<file path="config.mk">
export PLATFORM = sky130hd
export DESIGN_NAME = bf_sweep_capture
export DESIGN_NICKNAME = d
export VERILOG_FILES = /design/src/rtl/bf_sweep_capture.sv
export SDC_FILE = /design/constraint.sdc
export NUM_CORES = 1
export LEC_CHECK = 0
export CAP_MARGIN = 15
export CORE_MARGIN = 2
export CORE_UTILIZATION = 50
export DETAILED_ROUTE_END_ITERATION = 7
export PLACE_DENSITY = 0.83
export SKIP_CTS_REPAIR_TIMING = 1
export SYNTH_ARGS = -nofsm -noshare
export SYNTH_HDL_FRONTEND = slang
export SYNTH_SLANG_ARGS = --single-unit
</file>
<file path="constraint.sdc">
create_clock -name clk -period 4.6 [get_ports clk]
set_input_delay 1.15 -clock clk [delete_from_list [all_inputs] [get_ports clk]]
set_output_delay 1.15 -clock clk [all_outputs]
set_load 0.02 [all_outputs]
</file>
<file path="src/rtl/bf_sweep_capture.sv">
// ============================================================================
// Module   : bf_sweep_capture
// Summary  : Clocked truth-table sweeper and checker for an N_IN-input boolean
//            function block; drives every input vector, captures the result,
//            compares it against an expected table.
// Revision : 1.0 - initial release
// ============================================================================
`default_nettype none

module bf_sweep_capture #(
    parameter int N_IN   = 3,
    parameter int SETTLE = 2
) (
    input  logic                 clk,
    input  logic                 rst,
    input  logic                 start,
    input  logic [2**N_IN-1:0]   exp,
    input  logic                 fin,
    output logic [N_IN-1:0]      drv,
    output logic [2**N_IN-1:0]   truthTable,
    output logic                 busy,
    output logic                 done,
    output logic                 pass,
    output logic [N_IN-1:0]      first_fail
);

    localparam int               c_TBL_W       = 2**N_IN;
    localparam logic [N_IN-1:0]  c_LAST_IDX    = '1;
    localparam logic [3:0]       c_SETTLE_LAST = 4'(SETTLE - 1);

    typedef enum logic [1:0] {
        S_IDLE  = 2'd0,
        S_SWEEP = 2'd1,
        S_DONE  = 2'd2
    } state_t;

    state_t              r_state;
    logic [N_IN-1:0]     r_idx;
    logic [3:0]          r_cnt;
    logic [c_TBL_W-1:0]  r_exp;

    logic [c_TBL_W-1:0]  w_finalTable;
    logic [c_TBL_W-1:0]  w_diff;
    logic [N_IN-1:0]     w_firstFail;

    // The verdict is formed on the same edge that captures the last bit, so
    // the table is completed combinationally with the bit being sampled.
    always_comb begin
        w_finalTable        = truthTable;
        w_finalTable[r_idx] = fin;
        w_diff              = w_finalTable ^ r_exp;
        w_firstFail         = '0;
        for (int i = c_TBL_W - 1; i >= 0; i--) begin
            if (w_diff[i]) begin
                w_firstFail = N_IN'(i);
            end
        end
    end

    always_ff @(posedge clk) begin
        if (rst) begin
            r_state    <= S_IDLE;
            r_idx      <= '0;
            r_cnt      <= '0;
            r_exp      <= '0;
            drv        <= '0;
            truthTable <= '0;
            busy       <= 1'b0;
            done       <= 1'b0;
            pass       <= 1'b0;
            first_fail <= '0;
        end else begin
            done <= 1'b0;
            case (r_state)
                S_IDLE: begin
                    drv  <= '0;
                    busy <= 1'b0;
                    if (start) begin
                        r_exp      <= exp;
                        truthTable <= '0;
                        r_idx      <= '0;
                        r_cnt      <= '0;
                        busy       <= 1'b1;
                        pass       <= 1'b0;
                        first_fail <= '0;
                        r_state    <= S_SWEEP;
                    end
                end
                S_SWEEP: begin
                    if (r_cnt == c_SETTLE_LAST) begin
                        truthTable[r_idx] <= fin;
                        r_cnt             <= '0;
                        if (r_idx == c_LAST_IDX) begin
                            busy       <= 1'b0;
                            done       <= 1'b1;
                            pass       <= (w_diff == '0);
                            first_fail <= w_firstFail;
                            drv        <= '0;
                            r_state    <= S_DONE;
                        end else begin
                            r_idx <= r_idx + N_IN'(1);
                            drv   <= r_idx + N_IN'(1);
                        end
                    end else begin
                        r_cnt <= r_cnt + 4'd1;
                    end
                end
                S_DONE: begin
                    r_state <= S_IDLE;
                end
                default: begin
                    r_state <= S_IDLE;
                end
            endcase
        end
    end

endmodule

`default_nettype wire

</file>
### After elaboration in Yosys (flattened, before gate mapping)

Index checks and enable logic that the tools add are counted.

* bits of input ports: 12
* bits in registers: 34

* add/subtract/negate cells: 2
* bitwise logic cells: 3
* reductions and logical operators: 13
* muxes and demuxes: 40
* eq/ne operators: 7
* magnitude comparators: 2

Operators with widths (number)
* 3-bit 2-to-1 mux: 15
* 3-bit one-hot mux with 2 select lines: 3
* 8-bit 2-to-1 mux: 2
* 8-bit one-hot mux with 2 select lines: 1
* 3-bit AND reduction: 3
* 8-bit bitwise mux: 1
* 8-bit zero test: 1
* 1-bit 2-to-1 mux: 8
* 4-bit 2-to-1 mux: 2
* 2-bit != test (second input constant): 4
* 4-bit one-hot mux with 2 select lines: 1
* 4-bit AND reduction: 2
* 8-bit XOR: 1
* 2-bit 2-to-1 mux: 3
* 2-bit AND reduction: 3
* 4-bit by 1-bit adder with 4-bit output (second input constant): 1
* 4-bit by 1-bit == test with 1-bit output (second input constant): 1
* 3-bit by 4-bit less-than comparator with 1-bit output (second input constant): 1
* 1-bit one-hot mux with 2 select lines: 2
* 2-bit one-hot mux with 2 select lines: 1
* 3-bit by 1-bit adder with 3-bit output (second input constant): 1
* 1-bit demux with 3-bit select: 1
* 3-bit == test (second input constant): 1
* 3-bit by 1-bit greater-or-equal comparator with 1-bit output (second input constant): 1
* other kinds (6): 7

### Depth between registers and ports, before layout

Gate-level depths: netlist (run 1).

* depth after elaboration: 17
* mapped depth: 9
* depth with buffers taken out: 8

### Least setup slack after synthesis (run 1)

Ideal clock, no wire load.

* path type: input to register
* from: input fin
* to: register pass
* stages on the path: 5
* data arrival time: 2.364 ns
* slack: 2.140 ns
* path buffers: 1
* setup time: 0.096 ns
* cell sequence: clkbuf_1 > mux2i_1 > xnor2_1 > or4_4 > o41ai_2

* cells in the longest elaborated chain, start to end: 6

Ends and longest elaborated chain
* from (decl): line 18 `input logic fin,`
* 8-bit bitwise mux: line 50 `w_finalTable[r_idx] = fin;`
* 8-bit XOR: line 51 `w_diff = w_finalTable ^ r_exp;`
* 8-bit zero test: line 96 `pass <= (w_diff == '0);`
* 1-bit 2-to-1 mux: line 93 `if (r_idx == c_LAST_IDX) begin`
* 1-bit 2-to-1 mux: line 90 `if (r_cnt == c_SETTLE_LAST) begin`
* 1-bit one-hot mux with 2 select lines: line 74 `case (r_state)`
* to (signal assigned): line 96
* to (decl): line 23 `output logic pass,`

No other way between the ends. The select of a mux whose other input is x is not followed.
A chain may end at the register's enable or synchronous reset.

### Worst setup path after layout (run 1)

Same ends and word-level chain as after synthesis.

==> results.json, run 1 <==
{
  "outcome": "finished, final reports clean",
  "arrival_ps": 2950,
  "area.growth.synth_to_final_pct": 22.4,
  "cp_top_family": "buffers and inverters",
  "io_pins": 29,
  "crit_buf_inv": 1,
  "syn_area_um2": 1630,
  "htreeDepth": 2,
  "setup_violations": 0,
  "cp_slowest_cell": "clkdlybuf4s50_1",
  "ir_worst_vdd_v": 0.000148,
  "drive_gt1_share_pct": 4.46,
  "place_hpwl_mm": 2.55,
  "async_reset_ff_share_pct": 0,
  "drtIter0Drc": 78,
  "ys_ff_latch": 34,
  "synth_fp_nets": 211,
  "tns_ps": 0,
  "period_needed_ps": 2700,
  "clock-root-buffer": "clkbuf_4",
  "fmax_mhz": 370,
  "layout.nets": 240,
  "design_area_um2": 1990,
  "setup_ws_ps": 1900,
  "clk_latency_ps": 340,
  "path_class": "input port to flop",
  "cts_buffer_depth": 2,
  "cts_sinks": 34,
  "p_total_mw": 0.567,
  "overflow": 0,
  "syn_area_per_cell_um2": 8.34,
  "start_util_pct": 52.8,
  "antenna_found_initial": 0,
  "wire_per_inst_um": 13.1,
  "cts.clk_slew.worst_paths_ps": 90,
  "ys_seq_area_share_pct": 41.8,
  "drtPass1Iterations": 4,
  "track_usage_pct": 21.2,
  "placed_area_um2": 1950,
  "clock_skew_ps": 7.84,
  "worstMarginPinSlew_ps": 732,
  "hold_viol": 0,
  "antennaDiodeCount": 0,
  "vias": 1480,
  "startpoint_type": "input port",
  "grt_pass1_vias": 1311,
  "cts_tree": "yes",
  "dieWidth_um": 61.0,
  "power.leakage_nw": 0.754,
  "final_max_slew_viol_count": 0,
  "p_per_area_nw_per_um2": 285,
  "io_buffers": 28,
  "die_area_um2": 3730,
  "worstPathCellList": "clkdlybuf4s50_1 -> mux2i_1 -> xor2_1 -> nand2_1 -> or4_4 -> o41ai_2",
  "gp_congestion": 0.848,
  "coreArea_um2": 3080,
  "yosysUniqueCellTypes": 35,
  "syn_inst": 195,
  "cts_made_buffers": 5,
  "slowest_delay_ps": 540,
  "endpoint_kind": "flop",
  "layoutNonFillerInstCount": 268,
  "antenna_left": 0,
  "drv_cap": 0,
  "ys_warn_count": 0,
  "die_h_um": 61.0,
  "rsz0062_at_grt": "false",
  "synth-main-ff-cell": "dfxtp_1",
  "hold_class": "flop to flop",
  "synth-edff-count": 0,
  "crit_required_ps": 4850,
  "min_period_over_period_pct": 58.7,
  "maxSlewHeadroom_pct": 51.0,
  "drt_wl_total_mm": 3.52,
  "viasPerCell": 5.52,
  "dp_slack_ps": 1530,
  "grt_pass1_wl_mm": 5.81,
  "rows": 20,
  "drc": 0,
  "dpl.cell_count": 261,
  "critPathMaxFanout": 9,
  "grt_max_degree": 32
}
==> flip-flops by register name, indices dropped and copies added (netlist names) <==
signal      cells
pass            1
done            1
r_state         2
truthTable      8
drv             3
r_cnt           4
r_idx           3
r_exp           8
busy            1
first_fail      3
==> through the flow <==
step                hold slack, ps  utilization, %
detailed placement             446            63.2
global route                   505            64.7
global placement               449            63.2
floorplan                      448               -
finish                         474            64.7
CTS                            475            64.7
==> placed cells by master, fill, tap and decap left out, drive strengths merged, types with 2 or more instances in the layout <==
cell type	instances
buf	2
nor3	4
nor3b	5
dfxtp	34
and3	3
inv	3
o41ai	2
clkdlybuf4s50	28
mux2i	9
nand2b	3
xor2	4
o21ai	12
nand2	28
a21oi	18
xnor2	5
a32oi	2
a22oi	9
and3b	3
ha	4
nor2	26
clkbuf	7
==> logic make-up after synthesis <==
group | synth area share, %
and+or+nand+nor | 23.2
AOI/OAI and AO/OA | 18.8
DFF | 41.8
buffers and inverters | 2.62
xor gates and xnor gates | 4.85
muxes | 5.54
adders and majority gates | 3.08
==> final timing paths <==
path / from / to / slack, ps / depth (start not counted)
worst max-delay path: fin / pass$_SDFFE_PP0P_ / 1900 / 6
worst min-delay path: first_fail[1]$_SDFFE_PP0P_ / first_fail[1]$_SDFFE_PP0P_ / 470 / 2
worst max register to register: r_cnt[0]$_SDFFE_PP0P_ / first_fail[0]$_SDFFE_PP0P_ / 2180 / 7
worst min register to register: first_fail[1]$_SDFFE_PP0P_ / first_fail[1]$_SDFFE_PP0P_ / 470 / 2
==> worst register-to-register path: cells and delay by family, from the launching register on <==
family                     cells  cell delay, ps
adders and majority gates      1             180
AOI/OAI and AO/OA              1             330
DFF                            1             420
muxes                          1             140
and+or+nand+nor                4            1240
==> cell usage after synthesis, types with 4 or more instances <==
master,instances,area share [%]
nor2_1,26,6.0
xnor2_1,5,2.7
clkbuf_1,7,1.6
a22oi_1,9,4.2
ha_1,4,3.1
o21ai_0,11,3.4
dfxtp_1,34,42
nor3b_1,5,2.3
nand2_1,28,6.5
a21oi_1,18,5.5
mux2i_1,9,5.5
xor2_1,4,2.2
nor3_1,4,1.2
==> routing by layer <==
layer  part of all wire (%)  wire [µm]  global-route usage (%)  vias up
li1                       -          -                       -      746
met1                     50       1750                    29.4      690
met4                    2.3         80                    11.8        0
met5                      0          0                       0        -
met3                    3.4        119                    3.78       10
met2                     45       1570                    31.0       34
==> final cells by class <==
| class | instances | area (µm²) |
|---|---|---|
| timing repair buffer | 30 | 295 |
| fill | 272 | 1090 |
| multi-input combinational | 150 | 903 |
| sequential | 34 | 681 |
| clock buffer | 7 | 45.0 |
| inverter | 3 | 11.3 |
| tap | 44 | 55.1 |
==> power by group <==
| part | switching (mW) | internal [mW] | total [mW] |
|---|---|---|---|
| clock | 0.0964 | 0.0576 | 0.154 |
| combinational | 0.0569 | 0.0411 | 0.0980 |
| sequential | 0.0109 | 0.305 | 0.315 |
| total | 0.164 | 0.403 | 0.567 |
No activity file was read; power rests on OpenSTA's default activity.
==> inputs of run 2 (changes only) <==
--- a/config.mk
+++ b/config.mk
@@ -7,9 +7,9 @@
 export LEC_CHECK = 0
 export CAP_MARGIN = 15
 export CORE_MARGIN = 2
-export CORE_UTILIZATION = 50
+export CORE_UTILIZATION = 46
 export DETAILED_ROUTE_END_ITERATION = 7
-export PLACE_DENSITY = 0.83
+export PLACE_DENSITY = 0.81
 export SKIP_CTS_REPAIR_TIMING = 1
 export SYNTH_ARGS = -nofsm -noshare
 export SYNTH_HDL_FRONTEND = slang
==> constraint.sdc (replaced) <==
create_clock -name clk -period 2.25 [get_ports clk]
set_input_delay 0.5625 -clock clk [delete_from_list [all_inputs] [get_ports clk]]
set_output_delay 0.5625 -clock clk [all_outputs]
set_load 0.02 [all_outputs]
==> run 2 against run 1 <==
Compared with the run above:
- setup slack got worse by 1700 ps
- first-iteration DRC count rose by 5.1%
- die area rose by 8.1%
- non-clock buffer count rose by 11
- register-to-register slack got worse by 2000 ps
- sequential share of layout area fell by 1.3 points
- cell area rose by 4.4%
- global-route usage fell by 0.97 points
- cell count rose by 4.9%
- largest cell class unchanged
- largest power group unchanged
- highest routed layer unchanged
- critical path depth did not move
- total power rose by 110%
- sequential power rose by 110%
==> results.json, run 2 (synthesized netlist as in run 1, its figures left out) <==
{
  "start_util_pct": 48.4,
  "rows": 21,
  "grt_max_degree": 31,
  "final_max_slew_viol_count": 0,
  "track_usage_pct": 20.2,
  "antenna_left": 0,
  "layout_common_cells": "32 x dfxtp_1, 28 x nand2_1, 28 x clkdlybuf4s50_1, 26 x nor2_1, 18 x a21oi_1",
  "vias": 1552,
  "worstMarginPinSlew_ps": 546,
  "p_total_mw": 1.19,
  "ir_worst_vdd_v": 0.000437,
  "cts.clk_slew.worst_paths_ps": 90,
  "fmax_mhz": 482,
  "overflow": 0,
  "endpoint_kind": "flop",
  "antenna_found_initial": 0,
  "dieWidth_um": 63.5,
  "setup_ws_ps": 176,
  "fillers": 321,
  "p_per_area_nw_per_um2": 570,
  "drt_wl_total_mm": 3.77,
  "die_area_um2": 4030,
  "outcome": "finished, final reports clean",
  "viasPerCell": 5.52,
  "grt_pass1_vias": 1415,
  "cts_sinks": 34,
  "startpoint_type": "flop",
  "period_needed_ps": 2070,
  "layout.nets": 251,
  "grt_pass1_wl_mm": 6.38,
  "cts_buffer_depth": 2,
  "setup_violations": 0,
  "area.growth.synth_to_final_pct": 27.8,
  "drive_gt1_share_pct": 9.79,
  "place_hpwl_mm": 2.72,
  "clock_skew_ps": 9.31,
  "path_class": "flop to flop",
  "cts_made_buffers": 5,
  "drv_cap": 0,
  "wire_per_inst_um": 13.4,
  "htreeDepth": 2,
  "clock-root-buffer": "clkbuf_4",
  "crit_required_ps": 2490,
  "top_regs": "r_exp: 8 flops, truthTable: 8 flops, r_cnt: 4 flops",
  "coreArea_um2": 3360,
  "io_pins": 29,
  "drc": 0,
  "final_common_cell": "dfxtp_1",
  "power.leakage_nw": 0.811,
  "hold_class": "flop to flop",
  "critPathMaxFanout": 7,
  "gp_congestion": 0.815,
  "clk_latency_ps": 330,
  "hold_viol": 0,
  "drtPass1Iterations": 4,
  "io_buffers": 28,
  "rsz0062_at_grt": "false",
  "maxSlewHeadroom_pct": 63.5,
  "arrival_ps": 2310,
  "dp_slack_ps": -132,
  "drtIter0Drc": 82,
  "antennaDiodeCount": 0,
  "cts_tree": "yes",
  "die_h_um": 63.5,
  "min_period_over_period_pct": 92.2
}
## run 2: changes by cell type in the layout (fill, tap and decap cells not counted), sizes merged
| cell | before | now |
|---|---|---|
| buf | 2 | 13 |
## run 2: layout make-up
type                            instances  area [µm²]  area share [%]
Sequential cell                        34         683            32.9
Timing Repair Buffer                   41         378            18.2
Clock buffer                            7        45.0            2.17
Multi-Input combinational cell        150         903            43.5
Tap cell                               46        57.6            2.77
Inverter                                3        11.3           0.542
## run 2: metal layers
metal	share of wire, %	vias to the layer above	routed length (µm)	GRT usage (%)
met5	0	-	0	0
met1	47	720	1760	27.2
met3	7.0	2	263	5.71
met2	46	56	1720	30.5
met4	0.64	0	24	7.88
li1	-	774	-	-
## run 2: power by group
group          internal (mW)  switching (mW)  total [mW]
sequential             0.623          0.0230       0.646
clock                  0.118           0.193       0.311
combinational          0.105           0.123       0.228
## run 2: path summary, 6_finish.rpt
kind                               from                          to  slack [ps]  depth (start not counted)
max               r_idx[1]$_SDFFE_PP0P_           pass$_SDFFE_PP0P_         180                          6
min          first_fail[1]$_SDFFE_PP0P_  first_fail[1]$_SDFFE_PP0P_         460                          2
max reg2reg       r_idx[1]$_SDFFE_PP0P_           pass$_SDFFE_PP0P_         180                          6
min reg2reg  first_fail[1]$_SDFFE_PP0P_  first_fail[1]$_SDFFE_PP0P_         460                          2
## run 2: worst max-delay path, cell delays in order (launching register included)
cell and delay [ps]:
dfxtp_2 360, buf_4 150, nor3_1 300, mux2i_1 330
xnor2_1 120, or4_4 530, o41ai_2 200
## run 2: per-stage QoR
stage	std cells	setup TNS [ps]	hold slack, ps	util, %	cell area [µm²]
floorplan	195	0	448	-	1630
global placement	274	-49.4	445	60.4	2030
detailed placement	274	-223	445	60.4	2030
CTS	281	0	472	61.7	2080
global route	281	0	488	61.8	2080
finish	281	0	465	61.8	2080
